## config.mk

```make
export PLATFORM = sky130hd
export DESIGN_NAME = hidden_weight_update
export DESIGN_NICKNAME = d
export VERILOG_FILES = /design/src/rtl/nn_pkg.sv /design/src/rtl/weight_step_sat.sv /design/src/rtl/hidden_weight_update.sv
export SDC_FILE = /design/constraint.sdc
export NUM_CORES = 1
export LEC_CHECK = 0
export CORE_AREA = 2 2 211 213
export CTS_CLUSTER_SIZE = 28
export DETAILED_ROUTE_END_ITERATION = 6
export DIE_AREA = 0 0 213 215
export PLACE_DENSITY = 0.81
export SETUP_SLACK_MARGIN = 0.3
export SYNTH_ARGS = -nofsm -noshare
export SYNTH_HDL_FRONTEND = slang
export SYNTH_SLANG_ARGS = --single-unit
export TNS_END_PERCENT = 5
```

## constraint.sdc

```tcl
create_clock -name clk -period 10.8 [get_ports clk]
set_clock_uncertainty 0.2 [all_clocks]
set_input_delay 2.16 -clock clk [delete_from_list [all_inputs] [get_ports clk]]
set_output_delay 2.16 -clock clk [all_outputs]
set_load 0.1 [all_outputs]
```

## src/rtl/nn_pkg.sv

```systemverilog
// Shared definitions for the hidden-layer training datapath.
// Used by the hidden-neuron delta stage and by hidden_weight_update.
//   NN_W        data width of weights, activations and deltas
//   NN_FRAC     fractional bits (value = raw / 2^NN_FRAC)
//   NN_NUM_HID  hidden neurons
//   NN_NUM_IN   input features per hidden neuron
//   NN_LR_SHIFT learning rate = 2^-NN_LR_SHIFT
//   weight_t    signed weight, act_t unsigned activation / delta magnitude
package nn_pkg;

    localparam int NN_W        = 10;
    localparam int NN_FRAC     = 8;
    localparam int NN_NUM_HID  = 5;
    localparam int NN_NUM_IN   = 4;
    localparam int NN_LR_SHIFT = 2;

    typedef logic signed [NN_W-1:0] weight_t;
    typedef logic        [NN_W-1:0] act_t;

    typedef enum logic {
        ST_IDLE   = 1'b0,
        ST_UPDATE = 1'b1
    } upd_state_e;

endpackage

```

## src/rtl/weight_step_sat.sv

```systemverilog
// Combinational single-weight gradient step with saturation.
//   w_i      current signed weight
//   delta_i  unsigned delta magnitude of the owning hidden neuron
//   x_i      unsigned input feature feeding this weight
//   sign_i   1 = delta is negative (weight moves up), 0 = weight moves down
//   w_new_o  updated weight, clamped to the signed W-bit range
module weight_step_sat
    import nn_pkg::*;
#(
    parameter int W        = NN_W,
    parameter int FRAC     = NN_FRAC,
    parameter int LR_SHIFT = NN_LR_SHIFT
) (
    input  logic signed [W-1:0] w_i,
    input  logic        [W-1:0] delta_i,
    input  logic        [W-1:0] x_i,
    input  logic                sign_i,
    output logic signed [W-1:0] w_new_o
);

    // Three guard bits cover w +/- step without overflow.
    localparam int SW    = W + 3;
    localparam int SHIFT = FRAC + LR_SHIFT;

    localparam logic signed [SW-1:0] SAT_MAX = SW'((2 ** (W - 1)) - 1);
    localparam logic signed [SW-1:0] SAT_MIN = ~SAT_MAX;

    logic        [2*W-1:0] prod;
    logic        [SW-2:0]  step;
    logic signed [SW-1:0]  step_s;
    logic signed [SW-1:0]  w_ext;
    logic signed [SW-1:0]  sum;

    always_comb begin
        prod   = {{W{1'b0}}, delta_i} * {{W{1'b0}}, x_i};
        // Shift truncates toward zero: fractional product bits and the
        // learning-rate scaling are dropped together.
        step   = (SW-1)'(prod >> SHIFT);
        step_s = $signed({1'b0, step});
        w_ext  = {{(SW-W){w_i[W-1]}}, w_i};
        sum    = sign_i ? (w_ext + step_s) : (w_ext - step_s);

        if (sum > SAT_MAX) begin
            w_new_o = {1'b0, {(W-1){1'b1}}};
        end else if (sum < SAT_MIN) begin
            w_new_o = {1'b1, {(W-1){1'b0}}};
        end else begin
            w_new_o = sum[W-1:0];
        end
    end

endmodule

```

## src/rtl/hidden_weight_update.sv

```systemverilog
// Input-to-hidden weight register file with a sequential gradient-descent
// update engine and a registered forward-pass read port.
//   clk, rst            clock, synchronous active-high reset
//   start               request an update pass (ignored while busy)
//   delta0, sign0       per-neuron delta magnitude and sign (1 = negative)
//   x_in                input features of the current sample
//   busy, done          pass in progress / one-cycle completion pulse
//   wr_en/hid/idx/data  weight initialisation write, honoured only when idle
//   rd_hid, rd_idx      read address
//   rd_weight           registered read data, 1-cycle latency
//
// Handshake: start is sampled only while busy=0. The sampling edge latches
// delta0/sign0/x_in and raises busy; those inputs are don't-care afterwards.
// One weight is rewritten per cycle (input index fastest). done pulses for
// one cycle as busy falls, and start may be reasserted in that same cycle.
module hidden_weight_update
    import nn_pkg::*;
#(
    parameter int NUM_IN   = NN_NUM_IN,
    parameter int NUM_HID  = NN_NUM_HID,
    parameter int W        = NN_W,
    parameter int FRAC     = NN_FRAC,
    parameter int LR_SHIFT = NN_LR_SHIFT,
    localparam int HW      = (NUM_HID > 1) ? $clog2(NUM_HID) : 1,
    localparam int IW      = (NUM_IN  > 1) ? $clog2(NUM_IN)  : 1
) (
    input  logic                            clk,
    input  logic                            rst,
    input  logic                            start,
    input  logic [NUM_HID-1:0][W-1:0]       delta0,
    input  logic [0:NUM_HID-1]              sign0,
    input  logic [NUM_IN-1:0][W-1:0]        x_in,
    output logic                            busy,
    output logic                            done,
    input  logic                            wr_en,
    input  logic [HW-1:0]                   wr_hid,
    input  logic [IW-1:0]                   wr_idx,
    input  logic signed [W-1:0]             wr_data,
    input  logic [HW-1:0]                   rd_hid,
    input  logic [IW-1:0]                   rd_idx,
    output logic signed [W-1:0]             rd_weight
);

    localparam logic [HW-1:0] J_LAST  = HW'(NUM_HID - 1);
    localparam logic [IW-1:0] I_LAST  = IW'(NUM_IN - 1);
    localparam logic [HW:0]   HID_LIM = (HW+1)'(NUM_HID);
    localparam logic [IW:0]   IDX_LIM = (IW+1)'(NUM_IN);

    upd_state_e state_q, state_d;
    logic [HW-1:0] j_q, j_d;
    logic [IW-1:0] i_q, i_d;
    logic          done_q, done_d;

    logic [NUM_HID-1:0][W-1:0] delta_q;
    logic [0:NUM_HID-1]        sign_q;
    logic [NUM_IN-1:0][W-1:0]  x_q;

    logic signed [W-1:0] wmem_q [NUM_HID][NUM_IN];
    logic signed [W-1:0] rd_q;

    logic                latch_en;
    logic                upd_en;
    logic                mem_we;
    logic [HW-1:0]       mem_hid;
    logic [IW-1:0]       mem_idx;
    logic signed [W-1:0] mem_wdata;

    logic signed [W-1:0] cur_w;
    logic signed [W-1:0] new_w;
    logic                wr_in_range;
    logic                rd_in_range;

    assign wr_in_range = ({1'b0, wr_hid} < HID_LIM) && ({1'b0, wr_idx} < IDX_LIM);
    assign rd_in_range = ({1'b0, rd_hid} < HID_LIM) && ({1'b0, rd_idx} < IDX_LIM);

    assign cur_w = wmem_q[j_q][i_q];

    weight_step_sat #(
        .W        (W),
        .FRAC     (FRAC),
        .LR_SHIFT (LR_SHIFT)
    ) u_step (
        .w_i     (cur_w),
        .delta_i (delta_q[j_q]),
        .x_i     (x_q[i_q]),
        .sign_i  (sign_q[j_q]),
        .w_new_o (new_w)
    );

    // Next-state, counters and register-file write-port selection.
    always_comb begin
        state_d   = state_q;
        j_d       = j_q;
        i_d       = i_q;
        done_d    = 1'b0;
        latch_en  = 1'b0;
        upd_en    = 1'b0;
        mem_we    = 1'b0;
        mem_hid   = wr_hid;
        mem_idx   = wr_idx;
        mem_wdata = wr_data;

        case (state_q)
            ST_IDLE: begin
                if (start) begin
                    state_d  = ST_UPDATE;
                    j_d      = '0;
                    i_d      = '0;
                    latch_en = 1'b1;
                end
            end
            ST_UPDATE: begin
                upd_en = 1'b1;
                if (i_q == I_LAST) begin
                    i_d = '0;
                    if (j_q == J_LAST) begin
                        j_d     = '0;
                        state_d = ST_IDLE;
                        done_d  = 1'b1;
                    end else begin
                        j_d = j_q + 1'b1;
                    end
                end else begin
                    i_d = i_q + 1'b1;
                end
            end
            default: begin
                state_d = ST_IDLE;
            end
        endcase

        // The update engine owns the write port while busy; an idle host
        // write lands on the same edge that may sample start, so the pass
        // starting there already sees the new value.
        if (upd_en) begin
            mem_we    = 1'b1;
            mem_hid   = j_q;
            mem_idx   = i_q;
            mem_wdata = new_w;
        end else if (state_q == ST_IDLE && wr_en && wr_in_range) begin
            mem_we = 1'b1;
        end
    end

    always_ff @(posedge clk) begin
        if (rst) begin
            state_q <= ST_IDLE;
            j_q     <= '0;
            i_q     <= '0;
            done_q  <= 1'b0;
        end else begin
            state_q <= state_d;
            j_q     <= j_d;
            i_q     <= i_d;
            done_q  <= done_d;
        end
    end

    always_ff @(posedge clk) begin
        if (rst) begin
            delta_q <= '0;
            sign_q  <= '0;
            x_q     <= '0;
        end else if (latch_en) begin
            delta_q <= delta0;
            sign_q  <= sign0;
            x_q     <= x_in;
        end
    end

    always_ff @(posedge clk) begin
        if (rst) begin
            for (int h = 0; h < NUM_HID; h++) begin
                for (int k = 0; k < NUM_IN; k++) begin
                    wmem_q[h][k] <= '0;
                end
            end
        end else if (mem_we) begin
            wmem_q[mem_hid][mem_idx] <= mem_wdata;
        end
    end

    // Read port sees the array before this edge's write.
    always_ff @(posedge clk) begin
        if (rst) begin
            rd_q <= '0;
        end else if (rd_in_range) begin
            rd_q <= wmem_q[rd_hid][rd_idx];
        end else begin
            rd_q <= '0;
        end
    end

    assign busy      = (state_q == ST_UPDATE);
    assign done      = done_q;
    assign rd_weight = rd_q;

endmodule

```

# Yosys cells after proc, flatten, opt, wreduce, memory -nomap -nowiden
# Memory sizes are Yosys's and may differ from the RTL's. A register that Yosys moved wholly into a read port is not among the register bits.
# Index checks and enable logic that the tools add are counted.
classes:
  eq_ne: 4
  addsub: 4
  n_reduce_logical: 7
  bitwise_logic: 7
  mux: 47
  order_cmp: 11
  multipliers: 1
op_table:
  columns: ["op", "count"]
  rows:
  - ["2-to-1 mux 40 bit", 3]
  - ["2-to-1 mux 10 bit", 10]
  - ["binary-select mux 10 bit (select 2 bit)", 3]
  - ["OR reduction 40 bit", 1]
  - ["binary-select mux 10 bit (select 3 bit)", 1]
  - ["2-to-1 mux 3 bit", 7]
  - ["demux 10 bit (select 2 bit)", 1]
  - ["multiplier 10 x 10 -> 20 bit", 1]
  - ["2-to-1 mux 1 bit", 14]
  - ["greater-than comparator 13 x 10 -> 1 bit, second input constant", 1]
  - ["less-than comparator 13 x 10 -> 1 bit, second input constant", 1]
  - ["2-to-1 mux 13 bit", 1]
  - ["adder 10 x 11 -> 12 bit", 1]
  - ["subtractor 10 x 11 -> 12 bit", 1]
  - ["greater-or-equal comparator 3 bit, second input constant", 3]
  - ["inverter 2 -> 3 bit", 3]
  - ["less-than comparator 3 bit, second input constant", 2]
  - ["2-to-1 mux 2 bit", 3]
  - ["one-hot mux 3 bit (2 select lines)", 1]
  - ["greater-or-equal comparator 4 bit, second input constant", 1]
  - ["less-than comparator 3 x 4 -> 1 bit, second input constant", 1]
  - ["inverter 3 -> 4 bit", 1]
  - ["one-hot mux 2 bit (2 select lines)", 1]
  - ["adder 3 x 1 -> 3 bit, second input constant", 1]
  - ["other kinds (14)", 18]
totals:
  regBits: 112
  memories: 1
  output_inout_bits: 12
  ramBits: 200
mem_list:
  columns: ["name", "depth", "width", "rd", "rd_clocked_by_memory_dff", "write_ports", "line", "rtl"]
  rows:
  - ["wmem_q", 5, 40, 2, 1, 5, "hidden_weight_update.sv:58", "logic signed [W-1:0] wmem_q [NUM_HID][NUM_IN];"]

# Logic depth before layout (Yosys ltp)
depth:
  ltp_word: 11
  ltp_mapped: 41
  ltp_nobuf: 37

# Hierarchy
# A second synthesis with hierarchy kept.
unflattened:
  hier_cells: 2301
  area_unflattened_um2: 25141.6
modules_own_cells:
  columns: ["module", "cells_per_inst", "instances", "seq_area_each_um2", "area_each_um2"]
  rows:
  - ["hidden_weight_update", 1801, 1, 11911.4, 20950.1]
  - ["weight_step_sat", 500, 1, 0.0, 4191.5]

# Least setup slack after synthesis
# OpenSTA, ideal clock, no wires.
synth_path:
  path_type: "register to register"
  startpoint: "reg j_q[1]"
  endpoint: "mem wmem_q[4][12] (netlist bit), data pin"
  stages_incl_launch_ff: 35
  path_slack_ns: 1.009
  period_less_slack_ns: 9.791
  t_arrival_ns: 9.305
  path_cell_list: "dfxtp_1 > buf_2 > clkbuf_1 > mux4_2 > a22oi_1 > nor2_1 > fa_1 > inv_1 > fa_1 > inv_1 > fa_1 > fa_1 > fa_1 > ha_1 > a21oi_1 > o21ai_0 > a221o_1 > a211oi_1 > o21ai_0 > xor2_1 > inv_1 > xnor2_1 > ha_1 > o21ai_0 > nand2_1 > a21oi_1 > a311oi_1 > o41ai_1 > xnor2_1 > o21ai_0 > a211oi_2 > a211oi_4 > buf_4 > buf_6 > a21oi_1"
synth_lines:
  columns: ["item", "line", "rtl"]
  rows:
  - ["start, declared", "hidden_weight_update.sv:50", "logic [HW-1:0] j_q, j_d;"]
  - ["start signal, assigned", "hidden_weight_update.sv:153", "j_q <= j_d;"]
  - ["end, declared", "hidden_weight_update.sv:58", null]

==> results.json <==
{
  "status": "completed",
  "ys.flop_type": "edfxtp_1",
  "synth_warnings": 0,
  "grt-ovfl-total": 0,
  "place_hpwl_mm": 52.1,
  "diodes": 0,
  "synth_seq_cells": 435,
  "placementRows": 77,
  "path_common_cell": "fa_1",
  "grt_max_degree": 96,
  "crit_type": "reg2reg",
  "htree_num_levels": 2,
  "setup_slack_ns": 0.729,
  "clk_latency_ns": 0.61,
  "hold_class": "reg2reg",
  "synth_area_mm2": 0.0258,
  "grt_pass1_wl_mm": 113,
  "clockBufferDepth": 3,
  "place_ws_ns": 0.315,
  "avgViaCountPerCell": 6.73,
  "fin_crit_ns": 10.07,
  "dp.cells": 2801,
  "num_vias": 19400,
  "path_buf_inv": 6,
  "area_growth_pct": 13.3,
  "cts_tree": "yes",
  "clk_pin_slew_worst_paths_ns": 0.06,
  "final_util_pct": 67.0,
  "coreArea_mm2": 0.0436,
  "wl_mm": 74.7,
  "synth_edf_count": 320,
  "endpoint_kind": "register",
  "p_leak_nw": 10.5,
  "critical_path_arrival_ns": 10.19,
  "fin_cells": 2884,
  "worst_ep_required_time_ns": 10.92,
  "finalCritPeriodShare_pct": 93.2,
  "syn_area_per_cell_um2": 11.9,
  "cap_violations": 0,
  "tightest_slew_ns": 1.34,
  "postRouteAntennaNets": 0,
  "gr-usage-all-layers_pct": 33.0,
  "dieArea_mm2": 0.0458,
  "hold_violations": 0,
  "synthCells": 2178,
  "rsz0062_at_grt": "true",
  "power.density_mw_per_mm2": 151,
  "start_kind": "register",
  "syn-num-nets": 2428,
  "crit_cells": 33,
  "n_fill_cell": 3024,
  "wl_per_cell_um": 25.9,
  "yosysSeqAreaShare_pct": 46.2,
  "rr_worst_depth": 33,
  "clock_sinks": 435,
  "cp-startpoint": "i_q[0]$_SDFFE_PP0P_",
  "reg2reg_from": "i_q[0]$_SDFFE_PP0P_",
  "critPathMaxFanout": 35,
  "io_pins": 131,
  "r2r_end": "wmem_q[5][1]$_DFFE_PP_",
  "firstDrtPassIters": 6,
  "path_delay_family": "compound AO/OA/AOI/OAI gates",
  "die_x_um": 213,
  "yosysUniqueCellTypes": 70,
  "setup-tns-final_ns": 0,
  "endpoint": "wmem_q[5][1]$_DFFE_PP_",
  "setup_viol": 0,
  "start_util_pct": 59.1,
  "r2r_slack_ns": 0.73,
  "initialDrtViolationCount": 2517,
  "io_buffers": 130,
  "grt_pass1_vias": 18700,
  "irDropWorstVdd_v": 0.000135,
  "relSlewSlack_pct": 9.67,
  "drive_gt1_share_pct": 17.5,
  "critical-path-max-stage-delay_ns": 0.69,
  "finalMaxSlewViolations": 0,
  "synthArstFlopShare_pct": 0,
  "fin_nets": 2508,
  "cp_slowest_cell": "dfxtp_2",
  "fmax_mhz": 99.3,
  "cts-root-buf": "clkbuf_16",
  "cts_buffers": 45,
  "p_total_mw": 4.43,
  "fp.dieH_um": 215,
  "holdBufCountCts": 0,
  "antenna_found_initial": 3,
  "place_congestion": 0.937,
  "drc": 0
}
-- sequential cells by signal, summed over array words and instances (netlist names), named ones only --
signal	count
wmem_q	320
delta_q	50
x_q	40
rd_weight	10
sign_q	5
j_q	3
i_q	2
busy	1
done	1
-- how the worst min path moves through the flow --
stage                                  start                  endpoint  slack, ns  cells past startpoint
global placement    delta_q[36]$_SDFFE_PP0P_  delta_q[36]$_SDFFE_PP0P_       0.24                      2
detailed placement      x_q[18]$_SDFFE_PP0P_      x_q[18]$_SDFFE_PP0P_       0.25                      2
finish              delta_q[19]$_SDFFE_PP0P_  delta_q[19]$_SDFFE_PP0P_       0.25                      2
global route        delta_q[25]$_SDFFE_PP0P_  delta_q[25]$_SDFFE_PP0P_       0.27                      2
CTS                     x_q[18]$_SDFFE_PP0P_      x_q[18]$_SDFFE_PP0P_       0.25                      2
floorplan           delta_q[41]$_SDFFE_PP0P_  delta_q[41]$_SDFFE_PP0P_       0.23                      2
-- through the flow --
| step | instance area, um2 | hold slack (ns) |
|---|---|---|
| 3_5_place_dp | 27700 | 0.247 |
| 5_1_grt | 29300 | 0.272 |
| 3_3_place_gp | 27700 | 0.241 |
| 4_1_cts | 29200 | 0.254 |
| 2_1_floorplan | 25800 | 0.232 |
| 6_report | 29300 | 0.255 |
-- layout make-up --
class | count | area [um2] | share of cell area [%]
well taps | 592 | 741 | 2.53
clock inverters | 25 | 260 | 0.890
repair buffers | 201 | 1860 | 6.35
flip-flops and latches | 435 | 11900 | 40.8
inverters | 89 | 334 | 1.14
multi-input cells | 1486 | 13000 | 44.3
clock buffers | 56 | 1190 | 4.06
-- logic make-up after synthesis --
kind of cell,count (synthesis),share of synthesized area (%)
simple gates,566,9.39
compound gates,489,13.5
flops,435,46.2
mux,276,18.0
buf+inv,257,4.03
fa+ha+maj,131,8.15
xor+xnor,24,0.814
-- Yosys cell counts (24+ instances only) --
master / instances / area [um2]
nand2_1: 291 / 1090
a211oi_1: 131 / 983
a211oi_2: 36 / 450
nor3_1: 25 / 125
buf_1: 25 / 93.8
inv_1: 88 / 330
o21ai_0: 48 / 240
clkbuf_1: 111 / 417
dfxtp_1: 115 / 2300
nor2_1: 156 / 586
ha_1: 69 / 863
mux2i_1: 103 / 1030
edfxtp_1: 320 / 9610
mux2_2: 24 / 270
a21oi_1: 150 / 751
mux4_2: 148 / 3330
fa_1: 62 / 1240
buf_2: 24 / 120
-- worst reg2reg max path: cells and delay by family, from the launching register on --
kind	cells	cell delay (ns)
mux	1	0.43
buf+inv	6	0.97
flops	1	0.69
compound gates	14	3.52
simple gates	2	0.22
xor+xnor	3	0.69
fa+ha+maj	7	3.07
-- cells in the final DEF (no fill, tap or decap), types with 8 or more instances in the layout --
cell and count:
edfxtp_1 320, nand2_1 289, nor2_1 156, mux4_2 148, a21oi_1 143, a211oi_1 131, clkdlybuf4s50_1 127, dfxtp_1 111
mux2i_1 103, inv_1 88, ha_1 69, buf_4 69, fa_1 62, clkbuf_16 45, o21ai_0 39, a211oi_2 35
nor3_1 25, mux2_2 24, nand2b_1 22, o22ai_1 21, o221ai_1 20, xnor2_1 17, o21ai_1 15, or2_2 13
and2_1 13, nor2b_1 13, a21o_1 12, clkinv_1 10, a21oi_2 9, clkbuf_1 8
-- power breakdown --
part | internal [mW] | switching [mW] | leakage, nW | total, mW
Sequential | 1.88 | 0.0384 | 4.13 | 1.91
Clock | 0.880 | 0.680 | 0.707 | 1.56
Combinational | 0.315 | 0.640 | 5.68 | 0.956
-- timing repair --
item	in CTS	in global routing
endpoints found under the hold margin	0	0
gates resized for setup	1	17
buffers inserted	0	2
endpoints found under the setup margin	45	291
-- metal layers --
metal | part of all wire [%] | up-vias | global-route usage, % | routed length [um]
li1 | - | 8339 | - | -
met1 | 38 | 9616 | 47.7 | 28600
met2 | 45 | 1291 | 48.3 | 33800
met3 | 13 | 171 | 9.98 | 9850
met4 | 3.2 | 2 | 9.70 | 2360
met5 | 0.017 | - | 0 | 13
(Power assumes the default switching activity.)
